File: src/rtl/ibex_axi4l_bridge.sv
// Ibex data port (req/gnt/rvalid) to single-beat AXI4-Lite master.
// One outstanding access; window misses and stalled slaves return err.
module ibex_axi4l_bridge #(
    parameter int unsigned     AW      = 32,
    parameter int unsigned     DW      = 32,
    parameter int unsigned     SW      = 4,
    parameter logic [AW-1:0]   ADDR_LO = AW'('h4000),
    parameter logic [AW-1:0]   ADDR_HI = AW'('h40DF),
    parameter int unsigned     TIMEOUT = 255
) (
    input  logic          clk_i,
    input  logic          rst_ni,
    input  logic          data_req_i,
    output logic          data_gnt_o,
    output logic          data_rvalid_o,
    input  logic          data_we_i,
    input  logic [SW-1:0] data_be_i,
    input  logic [AW-1:0] data_addr_i,
    input  logic [DW-1:0] data_wdata_i,
    output logic [DW-1:0] data_rdata_o,
    output logic          data_err_o,
    output logic [AW-1:0] awaddr_o,
    output logic          awvalid_o,
    input  logic          awready_i,
    output logic [DW-1:0] wdata_o,
    output logic [SW-1:0] wstrb_o,
    output logic          wvalid_o,
    input  logic          wready_i,
    input  logic          bvalid_i,
    input  logic [1:0]    bresp_i,
    output logic          bready_o,
    output logic [AW-1:0] araddr_o,
    output logic          arvalid_o,
    input  logic          arready_i,
    input  logic          rvalid_i,
    input  logic [1:0]    rresp_i,
    input  logic [DW-1:0] rdata_i,
    output logic          rready_o
);

    typedef enum logic [2:0] {
        IDLE,
        WR_ADDR_DATA,
        WR_RESP,
        RD_ADDR,
        RD_DATA,
        RESP
    } state_t;

    state_t        state;
    logic [31:0]   cnt;
    logic          aw_done;
    logic          w_done;
    logic [AW-1:0] addr_q;
    logic [DW-1:0] wdata_q;
    logic [SW-1:0] be_q;

    logic [AW-1:0] addr_al;
    logic          in_win;
    logic          aw_fin;
    logic          w_fin;
    logic          tmo;

    assign addr_al  = {data_addr_i[AW-1:2], 2'b00};
    assign in_win   = (addr_al >= ADDR_LO) && (addr_al <= ADDR_HI);
    assign aw_fin   = aw_done | (awvalid_o & awready_i);
    assign w_fin    = w_done | (wvalid_o & wready_i);
    // Counter reaching TIMEOUT on this wait cycle aborts at the next edge.
    assign tmo      = (TIMEOUT != 0) && (cnt == TIMEOUT - 1);

    assign data_gnt_o = rst_ni & data_req_i & (state == IDLE);
    assign awaddr_o   = addr_q;
    assign araddr_o   = addr_q;
    assign wdata_o    = wdata_q;
    assign wstrb_o    = be_q;

    always_ff @(posedge clk_i or negedge rst_ni) begin
        if (!rst_ni) begin
            state         <= IDLE;
            cnt           <= '0;
            aw_done       <= 1'b0;
            w_done        <= 1'b0;
            addr_q        <= '0;
            wdata_q       <= '0;
            be_q          <= '0;
            awvalid_o     <= 1'b0;
            wvalid_o      <= 1'b0;
            bready_o      <= 1'b0;
            arvalid_o     <= 1'b0;
            rready_o      <= 1'b0;
            data_rvalid_o <= 1'b0;
            data_rdata_o  <= '0;
            data_err_o    <= 1'b0;
        end else begin
            data_rvalid_o <= 1'b0;
            unique case (state)
                IDLE: begin
                    if (data_gnt_o) begin
                        addr_q  <= addr_al;
                        wdata_q <= data_wdata_i;
                        be_q    <= data_be_i;
                        cnt     <= '0;
                        aw_done <= 1'b0;
                        w_done  <= 1'b0;
                        if (!in_win) begin
                            state         <= RESP;
                            data_rvalid_o <= 1'b1;
                            data_err_o    <= 1'b1;
                            data_rdata_o  <= '0;
                        end else if (data_we_i) begin
                            state     <= WR_ADDR_DATA;
                            awvalid_o <= 1'b1;
                            wvalid_o  <= 1'b1;
                        end else begin
                            state     <= RD_ADDR;
                            arvalid_o <= 1'b1;
                        end
                    end
                end
                WR_ADDR_DATA: begin
                    aw_done <= aw_fin;
                    w_done  <= w_fin;
                    if (awvalid_o && awready_i) awvalid_o <= 1'b0;
                    if (wvalid_o && wready_i) wvalid_o <= 1'b0;
                    if (aw_fin && w_fin) begin
                        state    <= WR_RESP;
                        bready_o <= 1'b1;
                        cnt      <= '0;
                    end else if (tmo) begin
                        awvalid_o     <= 1'b0;
                        wvalid_o      <= 1'b0;
                        state         <= RESP;
                        data_rvalid_o <= 1'b1;
                        data_err_o    <= 1'b1;
                        data_rdata_o  <= '0;
                    end else begin
                        cnt <= cnt + 1;
                    end
                end
                WR_RESP: begin
                    if (bvalid_i || tmo) begin
                        bready_o      <= 1'b0;
                        state         <= RESP;
                        data_rvalid_o <= 1'b1;
                        data_err_o    <= bvalid_i ? bresp_i[1] : 1'b1;
                        data_rdata_o  <= '0;
                    end else begin
                        cnt <= cnt + 1;
                    end
                end
                RD_ADDR: begin
                    if (arready_i) begin
                        arvalid_o <= 1'b0;
                        rready_o  <= 1'b1;
                        state     <= RD_DATA;
                        cnt       <= '0;
                    end else if (tmo) begin
                        arvalid_o     <= 1'b0;
                        state         <= RESP;
                        data_rvalid_o <= 1'b1;
                        data_err_o    <= 1'b1;
                        data_rdata_o  <= '0;
                    end else begin
                        cnt <= cnt + 1;
                    end
                end
                RD_DATA: begin
                    if (rvalid_i || tmo) begin
                        rready_o      <= 1'b0;
                        state         <= RESP;
                        data_rvalid_o <= 1'b1;
                        data_err_o    <= rvalid_i ? rresp_i[1] : 1'b1;
                        data_rdata_o  <= rvalid_i ? rdata_i : '0;
                    end else begin
                        cnt <= cnt + 1;
                    end
                end
                RESP: state <= IDLE;
                default: state <= IDLE;
            endcase
        end
    end

endmodule

File: config.mk
export PLATFORM = sky130hd
export DESIGN_NAME = ibex_axi4l_bridge
export DESIGN_NICKNAME = d
export VERILOG_FILES = /design/src/rtl/ibex_axi4l_bridge.sv
export SDC_FILE = /design/constraint.sdc
export NUM_CORES = 1
export LEC_CHECK = 0
export CAP_MARGIN = 20
export CORE_MARGIN = 3
export CORE_UTILIZATION = 45
export DETAILED_ROUTE_END_ITERATION = 16
export GPL_TIMING_DRIVEN = 0
export PLACE_DENSITY_LB_ADDON = 0.08
export SYNTH_ARGS = -nofsm -noshare
export SYNTH_HDL_FRONTEND = slang
export SYNTH_SLANG_ARGS = --single-unit
File: constraint.sdc
create_clock -name clk_i -period 2.3 [get_ports clk_i]
set_input_delay 0.23 -clock clk_i [delete_from_list [all_inputs] [get_ports clk_i]]
set_output_delay 0.23 -clock clk_i [all_outputs]
set_load 0.02 [all_outputs]
==> parameters.txt <==
Parameter                              Value

Placed design
  HPWL reported at the end of detailed placement    16200 µm
  Placed cells    1179
  PortBufs    244
  Post-detailed-placement cell area    0.00962 mm²
  Last weighted congestion value of the routability-driven placer    0.899
  Setup slack at placement    -1.01 ns

Logic synthesis
  Synth cell count leaders    sky130_fd_sc_hd__nand2_1, sky130_fd_sc_hd__dfrtp_1, sky130_fd_sc_hd__buf_4
  Post-synthesis share of cell area spent on full adders, half adders and majority gates    0.362%
  Share of synthesized cell area in and, or, nand and nor gates    23.7%
  Portion of netlist area occupied by mux cells    1.18%
  EDFF count, synth    0
  Parity-gate share of the synthesized area counting xor and xnor cells    0%
  Main synth FF type    sky130_fd_sc_hd__dfrtp_1
  Compound-cell area share of the yosys netlist    15.5%
  Yosys warnings    0
  Cell type with the largest total area after synthesis    sky130_fd_sc_hd__dfrtp_1
  Avg Cell Area, Syn    9.24 µm²
  Synth Instances    747
  Cell area after synthesis    0.00690 mm²
  Top-count cell post-synth    sky130_fd_sc_hd__nand2_1
  Count of unique library cells instantiated by Yosys    62
  Sequential area share after synthesis    51.5%
  Dominant combinational cell family by area after synthesis    simple AND/OR/NAND/NOR gates
  Number of flip-flops and latches in the synthesized netlist    142
  Fraction of registers with async set or reset after synthesis    100%
  Ranking of synthesized cells by area    sky130_fd_sc_hd__dfrtp_1, sky130_fd_sc_hd__nand2_1, sky130_fd_sc_hd__a22o_1
  Share of the synthesized area in the top cell type    51.5%

Pwr
  Combinational power share    51.1%
  Net switching power    5.21 mW
  Switch share    38.4%
  Sequential share of power    28.3%
  IR drop worst, VDD    0.600 mV
  Internal power summed over all cells    8.35 mW
  Part of the total power dissipated in the clock network    20.7%
  Power per unit of standard cell area    1280 mW/mm²
  Leakage Power    4.83 nW

STA
  Unrepaired setup endpoints after global routing    true
  Worst Max-Slew Pin Slew    0.577 ns
  Number of slew-limit violations in the final report    0
  Total negative setup slack    0 ns
  Setup Viol. Count Final    0
  Slack of the critical path    0.0517 ns
  Final worst-path cycle share    97.8%
  Min Hold Slack    -0.161 ns
  Min Clock Period, post-route    2.25 ns
  Final hold viol count    87
  Slew HR    61.3%
  Post-Route Skew    0.00894 ns
  Highest clock rate    0.445 GHz

Final layout
  Share of post-route cells with drive strength above 1    13.5%
  Antenna Cells    0
  Final Net Count    1147
  Final cell area excluding filler cells    0.0106 mm²
  Final Non-Filler Cells    1227
  Area delta synth->final    53.5%

CTS
  H-tree lvl count    4
  Number of hold buffers added after CTS    3
  Number of clock sinks    142
  Clk_lat worst skew    0.42 ns
  Number of CTS-inserted buffers    17
  CTS tree    yes
  Root buffer selected by CTS    sky130_fd_sc_hd__clkbuf_16
  Worst-path clk slew    0.06 ns
  Longest Clk Path Bufs    2

Drt
  Average wire length per cell after detail routing    18.1 µm
  Highest metal layer with signal wires    met4
  Met3 Routed Length    1530 µm
  Vias per Instance    5.40
  Detailed-route via count    6631
  First-iteration detailed-routing DRC count    468
  Overall routed net length    22200 µm
  Met1 Wirelength    8820 µm
  Length of routed met2 wiring    11500 µm
  DR pass1 iterations    5
  Number of nets still failing antenna checks after routing    0
  Final routed DRC violation total    0

Worst setup path
  Critical Path AT    2.56 ns
  Category of the worst setup path launch point    flop
  Maximum fanout along the worst path    10
  FF-to-FF Start    state[1]$_DFFE_PN0P_
  Path depth of the worst reg2reg path    8
  Worst setup path class    flop to flop
  Crit end category    flop
  Setup slack, reg-to-reg    0.05 ns
  Critical Path RT    2.61 ns
  Capture point of the worst reg-to-reg path    data_err_o$_DFFE_PN0P_

Floorplanning
  Core area    0.0148 mm²
  Starting Density    46.8%
  Die Span Y    130 µm
  Number of top-level design ports    253
  Die X    130 µm
  Area of the die    0.0169 mm²
  Site Rows    44

Run
  Count of maximum capacitance violations    0

Global routing
  Final global-route overflow total    0
  Combined global-route utilization of all metal layers    25.7%
  First-pass GRT wire length    33900 µm
  Maximum number of pins on one net before global-route repair    91
  Number of global-route vias before repair    6181
  Antenna violations before repair    0

Run status
  Failing checks    hold timing
  Status    finished with violations

Min path
  Hold Path Class    input pin to asynchronous set/reset pin
==> layout make-up <==
class / count / area [µm²]
fillers: 1119 / 4160
flip-flops and latches: 142 / 3550
multi-input cells: 513 / 2980
repair buffers: 264 / 2670
plain buffers: 73 / 487
clock buffers: 20 / 457
well taps: 184 / 230
clock inverters: 10 / 140
inverters: 21 / 83.8
==> layout by cell type (no fill, tap or decap), drive strengths merged, types with 4 or more instances in the layout <==
| cell type | count |
|---|---|
| nand3b | 5 |
| nor4b | 5 |
| o21ai | 12 |
| dfrtp | 142 |
| nand3 | 22 |
| o31ai | 9 |
| and4 | 6 |
| buf | 66 |
| a31oi | 6 |
| clkinv | 5 |
| nand2 | 225 |
| clkbuf | 48 |
| nor2 | 22 |
| nor3 | 11 |
| and3 | 7 |
| nor4 | 13 |
| nand2b | 4 |
| a211oi | 10 |
| nand4 | 18 |
| inv | 20 |
| o22ai | 6 |
| a22o | 34 |
| conb | 4 |
| and2 | 8 |
| clkdlybuf4s50 | 242 |
| a21oi | 23 |
| o2bb2ai | 4 |
| o21a | 4 |
| mux2i | 7 |
==> worst max path at each step <==
stage / end / start / slack [ns]
after floorplan: data_rdata_o[0]$_DFFE_PN0P_ / state[0]$_DFFE_PN0P_ / 0.23
final: data_err_o$_DFFE_PN0P_ / state[1]$_DFFE_PN0P_ / 0.05
after global routing: data_err_o$_DFFE_PN0P_ / state[1]$_DFFE_PN0P_ / -0.07
after global placement: data_gnt_o / rst_ni / -6.86
after detailed placement: data_gnt_o / state[1]$_DFFE_PN0P_ / -1.01
after CTS: data_rdata_o[28]$_DFFE_PN0P_ / state[0]$_DFFE_PN0P_ / 0.01
==> state kept, by name, indices dropped and copies added (netlist names) <==
register / flops
state: 3
w_done: 1
bready_o: 1
data_rvalid_o: 1
data_err_o: 1
cnt: 32
arvalid_o: 1
awvalid_o: 1
rready_o: 1
aw_done: 1
wstrb_o: 4
wdata_o: 32
araddr_o: 30
wvalid_o: 1
data_rdata_o: 32
==> power groups by stage <==
stage / sequential [mW] / clock, mW / combinational (mW)
final: 3.84 / 2.80 / 6.93
after global routing: 3.93 / 2.95 / 7.38
after CTS: 3.83 / 2.84 / 6.78
after detailed placement: 3.87 / 0 / 6.64
after global placement: 3.84 / 0 / 6.57
after floorplan: 4.74 / 0 / 2.73
==> cells by family (layout without fill, tap and decap cells) <==
kind of cell,after synthesis,count (layout)
flops,142,142
compound gates,142,142
fa+ha+maj,2,2
simple gates,357,357
other cells,1,4
buf+inv,95,388
mux,8,8
==> routing by layer <==
layer | vias to the layer above | track usage, %
li1 | 3163 | -
met1 | 3158 | 33.2
met2 | 277 | 44.1
met3 | 33 | 5.81
met4 | 0 | 6.54
met5 | - | 0
==> worst max-delay path: stages, from the launching register on <==
cell                       delay (ns)
sky130_fd_sc_hd__dfrtp_1         0.43
sky130_fd_sc_hd__clkbuf_4        0.25
sky130_fd_sc_hd__nor3_4          0.06
sky130_fd_sc_hd__buf_4           0.13
sky130_fd_sc_hd__buf_4           0.15
sky130_fd_sc_hd__a21oi_1         0.22
sky130_fd_sc_hd__nand4_1         0.23
sky130_fd_sc_hd__a221oi_2        0.33
sky130_fd_sc_hd__mux2_2          0.36
==> through the flow <==
stage / util (%) / total power [mW] / hold slack, ns
final: 71.8 / 13.6 / -0.161
after global routing: 71.8 / 14.3 / -0.140
after CTS: 70.6 / 13.5 / -0.143
after detailed placement: 65.2 / 10.5 / 0.223
after global placement: 65.0 / 10.4 / 0.457
after floorplan: - / 7.47 / -0.0656
==> timing repair <==
item,4_1_cts,5_1_grt
pin swaps,4,6
gates cloned,0,1
setup endpoints to repair,139,59
endpoints found under the hold margin,55,87
setup buffers,6,9
gates resized for setup,29,32
No activity file was read; power rests on OpenSTA's default activity.
